$ cat src/rtl/cdb_arbiter.sv
// Common data bus arbiter: per-source result FIFOs feeding a single registered
// broadcast port, granted round-robin one entry per cycle.
module cdb_arbiter #(
    parameter int NSRC  = 3,
    parameter int DEPTH = 2
) (
    input  logic                   clk,
    input  logic                   RST,
    input  logic [NSRC-1:0]        ResValid,
    input  logic [4*NSRC-1:0]      ResLabel,
    input  logic [32*NSRC-1:0]     ResData,
    output logic [NSRC-1:0]        ResReady,
    output logic                   BCEN,
    output logic [3:0]             BClabel,
    output logic [31:0]            BCdata,
    output logic                   LabelErr
);

    localparam int PW = (DEPTH > 1) ? $clog2(DEPTH) : 1;
    localparam int CW = $clog2(DEPTH + 1);
    localparam int GW = (NSRC > 1) ? $clog2(NSRC) : 1;

    logic [CW-1:0] count    [NSRC];
    logic [PW-1:0] wrPtr    [NSRC];
    logic [PW-1:0] rdPtr    [NSRC];
    logic [3:0]    memLabel [NSRC][DEPTH];
    logic [31:0]   memData  [NSRC][DEPTH];

    logic [GW-1:0]   lastGrant;
    logic [NSRC-1:0] pushOk;
    logic [NSRC-1:0] pushBad;
    logic [NSRC-1:0] popSel;
    logic            grantValid;
    logic [GW-1:0]   grantIdx;
    logic [GW-1:0]   cand;

    function automatic logic [PW-1:0] ptrInc(input logic [PW-1:0] p);
        if (p == PW'(DEPTH - 1)) return '0;
        return p + PW'(1);
    endfunction

    // Handshake: a result moves when ResValid[i] and ResReady[i] are both high at a
    // rising edge; ResReady depends only on the registered occupancy, never on
    // ResValid or on a pop in the same cycle. Illegal labels are consumed and dropped.
    always_comb begin
        ResReady = '0;
        pushOk   = '0;
        pushBad  = '0;
        for (int i = 0; i < NSRC; i++) begin
            ResReady[i] = (count[i] < CW'(DEPTH));
            if (ResValid[i] && ResReady[i]) begin
                if ((ResLabel[4*i +: 4] != 4'b0000) && (ResLabel[4*i+2 +: 2] == 2'(i + 1)))
                    pushOk[i] = 1'b1;
                else
                    pushBad[i] = 1'b1;
            end
        end
    end

    // Round-robin search starting just after the last granted source.
    always_comb begin
        grantValid = 1'b0;
        grantIdx   = '0;
        cand       = '0;
        popSel     = '0;
        for (int k = 1; k <= NSRC; k++) begin
            cand = GW'((int'(lastGrant) + k) % NSRC);
            if (!grantValid && (count[cand] != '0)) begin
                grantValid = 1'b1;
                grantIdx   = cand;
            end
        end
        if (grantValid) popSel[grantIdx] = 1'b1;
    end

    always_ff @(posedge clk) begin
        for (int i = 0; i < NSRC; i++) begin
            if (pushOk[i]) begin
                memLabel[i][wrPtr[i]] <= ResLabel[4*i +: 4];
                memData[i][wrPtr[i]]  <= ResData[32*i +: 32];
            end
        end
    end

    always_ff @(posedge clk) begin
        if (RST) begin
            for (int i = 0; i < NSRC; i++) begin
                count[i] <= '0;
                wrPtr[i] <= '0;
                rdPtr[i] <= '0;
            end
            lastGrant <= GW'(NSRC - 1);
            BCEN      <= 1'b0;
            BClabel   <= 4'b0000;
            BCdata    <= 32'h0;
            LabelErr  <= 1'b0;
        end else begin
            for (int i = 0; i < NSRC; i++) begin
                if (pushOk[i]) wrPtr[i] <= ptrInc(wrPtr[i]);
                if (popSel[i]) rdPtr[i] <= ptrInc(rdPtr[i]);
                if (pushOk[i] && !popSel[i])
                    count[i] <= count[i] + CW'(1);
                else if (!pushOk[i] && popSel[i])
                    count[i] <= count[i] - CW'(1);
            end
            if (|pushBad) LabelErr <= 1'b1;
            BCEN <= grantValid;
            // Label and data hold their last broadcast value while idle.
            if (grantValid) begin
                lastGrant <= grantIdx;
                BClabel   <= memLabel[grantIdx][rdPtr[grantIdx]];
                BCdata    <= memData[grantIdx][rdPtr[grantIdx]];
            end
        end
    end

endmodule

$ cat config.mk
export PLATFORM = sky130hd
export DESIGN_NAME = cdb_arbiter
export DESIGN_NICKNAME = d
export VERILOG_FILES = /design/src/rtl/cdb_arbiter.sv
export SDC_FILE = /design/constraint.sdc
export NUM_CORES = 1
export LEC_CHECK = 0
export ABC_AREA = 1
export CAP_MARGIN = 15
export CORE_ASPECT_RATIO = 0.8
export CORE_MARGIN = 2
export CORE_UTILIZATION = 25
export CTS_BUF_LIST = sky130_fd_sc_hd__clkbuf_4
export CTS_CLUSTER_SIZE = 20
export DETAILED_ROUTE_END_ITERATION = 10
export DONT_BUFFER_PORTS = 1
export PLACE_DENSITY = 0.39
export SLEW_MARGIN = 30
export SYNTH_ARGS = -nofsm -noshare
export SYNTH_HDL_FRONTEND = slang
export SYNTH_SLANG_ARGS = --single-unit
$ cat constraint.sdc
create_clock -name clk -period 3.5 [get_ports clk]
set_clock_uncertainty 0.2 [all_clocks]
set_input_delay 0.35 -clock clk [delete_from_list [all_inputs] [get_ports clk]]
set_output_delay 0.35 -clock clk [all_outputs]
set_load 0.01 [all_outputs]
==> reports/qor.csv <==
stage,metric,value,unit
route,vias,8663,
die,die_x,243.5,um
setup_path,rrSetupSlack,0.48,ns
clocking,cts_buffer_depth,3,
synth,synth_area_leader_cell,edfxtp_1,
layout,layout.nets,1528,
setup_path,cp-startpoint,lastGrant[0]$_SDFFE_PP0P_,
power_and_ir_drop,vdd_ir_drop_max,0.7588,mV
synth,synth_edf_count,228,
synth,synthTopCellsByCount,"nand2_1 (390), edfxtp_1 (228), nand3_1 (176)",
die,die_y,195.6,um
sta,slew_viol_final,0,
sta,min_period_over_period,86.18,%
global_routing,grt-ovfl-total,0,
setup_path,max_stage_delay,0.37,ns
setup_path,rr_worst_depth,15,
clocking,clock-sinks,268,
sta,fmax,331.5,MHz
clocking,clkSlewWorstSetupHoldPaths,0.07,ns
synth,ys.flop_type,edfxtp_1,
synth,synthTopCellsByArea,"edfxtp_1 (60%), nand2_1 (13%), nand3_1 (7.7%)",
place,gp_congestion,0.7785,
route,dr.pass1.iters,5,
setup_path,cp.required,3.79,ns
global_routing,grt_usage,15.11,%
route,drc,0,
sta,finalSetupViolations,0,
clocking,cts.htree.levels,3,
clocking,cts-root-buf,clkbuf_4,
sta,setup_ws,0.4838,ns
route,ant_nets,0,
setup_path,crit_path_frequent_cell,nand2_1,
synth,ys_types,31,
die,io_pins,154,
global_routing,grt_max_degree,43,
setup_path,arrival,3.31,ns
die,std_cell_rows,70,
synth,ys_ff_latch,268,
route,vias_per_cell,4.147,
setup_path,r2r-start,lastGrant[0]$_SDFFE_PP0P_,
outcome,status,"finished, final reports clean",
clocking,postCtsHoldBufs,202,
setup_path,start_kind,flop,
layout,final_util,33.97,%
global_routing,grt_pass1_wl,53190,um
synth,synth_most_common_cell,nand2_1,
clocking,cts_setup_buffers,0,
global_routing,antenna_found_initial,4,
sta,finalHoldViolCount,0,
power_and_ir_drop,powerDensity,1016,nW/um2
run,cap_violations,0,
sta,rsz0062_at_grt,false,
setup_path,cp_max_fo,19,
synth,avgSynthCellArea,9.966,um2
setup_path,endpoint_kind,flop,
setup_path,path_class,reg2reg,
synth,syn-num-nets,1268,
route,wire_per_inst,16.86,um
route,drtIter0Drc,399,
place,hpwl,21900,um
synth,synth_top_area_share,59.69,%
sta,finalWorstPathRequiredPeriod,3.016,ns
place,pre_cts_ws,0.5090,ns
die,start_util,25.24,%
global_routing,grt_pass1_vias,8836,
synth,yosysSeqAreaShare,66.67,%
sta,slew_headroom,53.73,%
clocking,cts_tree,built,
worst_hold_path,hold_class,in2reg,
synth,ys.warnings.count,0,
sta,fin_setup_tns,0,ns
sta,worst_pin_slew,0.6941,ns
clocking,clk_latency,0.78,ns
setup_path,cp-endpoint,count[2][0]$_DFFE_PP_,
setup_path,cp_slowest_cell,ha_1,
synth,syn_area,11470,um2
clocking,numCtsBuffers,77,
route,wl,35220,um
layout,drive_above_1_share,13.59,%
synth,syn_inst,1151,
layout,syn_to_final_growth,34.63,%
die,die-area,47620,um2
clocking,cts_resized,0,
die,coreArea,45460,um2
power_and_ir_drop,p_leak,6.622,nW
place,numPortBuffers,0,
setup_path,rr_endpoint,count[2][0]$_DFFE_PP_,
setup_path,cp_cell_sequence,"inv_1, ha_1, inv_2, nand2_1, nand3_2, nand2_2, nor2_4, nand3_1, nand2_4, clkinv_2, nand2_1, nand3_1, nand2_1, inv_1, nand2_1",
synth,async_flop_share,0,%
critical path: cells and delay by family, from the launching register on:
kind	cells	cell delay [ns]
adder cells (fa/ha/maj)	1	0.37
buffers and inverters	4	0.51
flip-flops	1	0.36
AND/OR/NAND/NOR	10	1.29
power breakdown:
group	internal (mW)	switching [mW]	total, mW
registers	3.92	0.315	4.23
logic	2.61	5.65	8.26
clock network	1.81	1.40	3.20
total	8.34	7.36	15.7
state kept, by name, indices dropped and copies added, names as in the netlist, 2 cells and up:
register / flops
wrPtr: 3
rdPtr: 3
lastGrant: 2
memData: 192
memLabel: 24
BClabel: 4
count: 6
BCdata: 32
placed cells by master (no fill, tap or decap), types with 3 or more instances in the layout:
| cell | count |
|---|---|
| a21oi_1 | 6 |
| buf_12 | 7 |
| buf_4 | 19 |
| bufinv_16 | 3 |
| clkbuf_4 | 123 |
| clkinv_1 | 9 |
| dfxtp_1 | 40 |
| diode_2 | 5 |
| dlygate4sd3_1 | 205 |
| edfxtp_1 | 228 |
| ha_1 | 4 |
| inv_1 | 172 |
| inv_2 | 24 |
| nand2_1 | 389 |
| nand2_4 | 3 |
| nand3_1 | 176 |
| nand3b_1 | 14 |
| nand4_1 | 3 |
| nor2_1 | 15 |
| nor2_4 | 10 |
metal layers:
metal / wire (um) / GRT usage, % / up-vias
met5: 0 / 0 / -
met4: 760 / 5.239 / 0
met3: 2046 / 4.590 / 62
met2: 15340 / 22.83 / 226
met1: 17070 / 20.52 / 4087
li1: - / - / 4288
cell type report:
class	instances	area, um2
Antenna cell	5	12.51
Clock buffer	123	923.4
Clock inverter	17	148.9
Fill cell	4715	30010
Inverter	194	729.5
Multi-Input combinational cell	639	2882
Sequential cell	268	7647
Tap cell	612	765.7
Timing Repair Buffer	231	2335
logic make-up after synthesis:
| group | after synthesis | share of synthesized area (%) |
|---|---|---|
| xor gates and xnor gates | 2 | 0.1527 |
| DFF | 268 | 66.67 |
| buffers and inverters | 244 | 8.759 |
| adders and majority gates | 4 | 0.4363 |
| AOI/OAI and AO/OA | 14 | 0.7200 |
| and+or+nand+nor | 619 | 23.27 |
how the worst min path moves through the flow:
stage / startpoint / endpoint / cells after the start / slack, ns
finish: ResData[72] / memData[2][8]$_DFFE_PP_ / 1 / 0.08
CTS: ResData[44] / memData[1][12]$_DFFE_PP_ / 1 / 0.0006
global route: ResData[76] / memData[2][44]$_DFFE_PP_ / 1 / -0.02
floorplan: RST / LabelErr$_SDFFE_PP0P_ / 1 / 0.22
global placement: RST / LabelErr$_SDFFE_PP0P_ / 1 / 0.22
detailed placement: RST / LabelErr$_SDFFE_PP0P_ / 1 / 0.22
per-stage QoR:
| stage | cell area [um2] | cells | hold slack (ns) | power [mW] |
|---|---|---|---|---|
| detailed placement | 12310 | 1739 | 0.2241 | 12.48 |
| finish | 15440 | 2089 | 0.08448 | 15.70 |
| global route | 15440 | 2087 | -0.01548 | 17.29 |
| global placement | 12310 | 1739 | 0.2227 | 12.46 |
| CTS | 15400 | 2081 | 0.0005614 | 15.98 |
| floorplan | 11470 | 1151 | 0.2194 | 10.07 |
No activity file was read; power rests on OpenSTA's default activity.
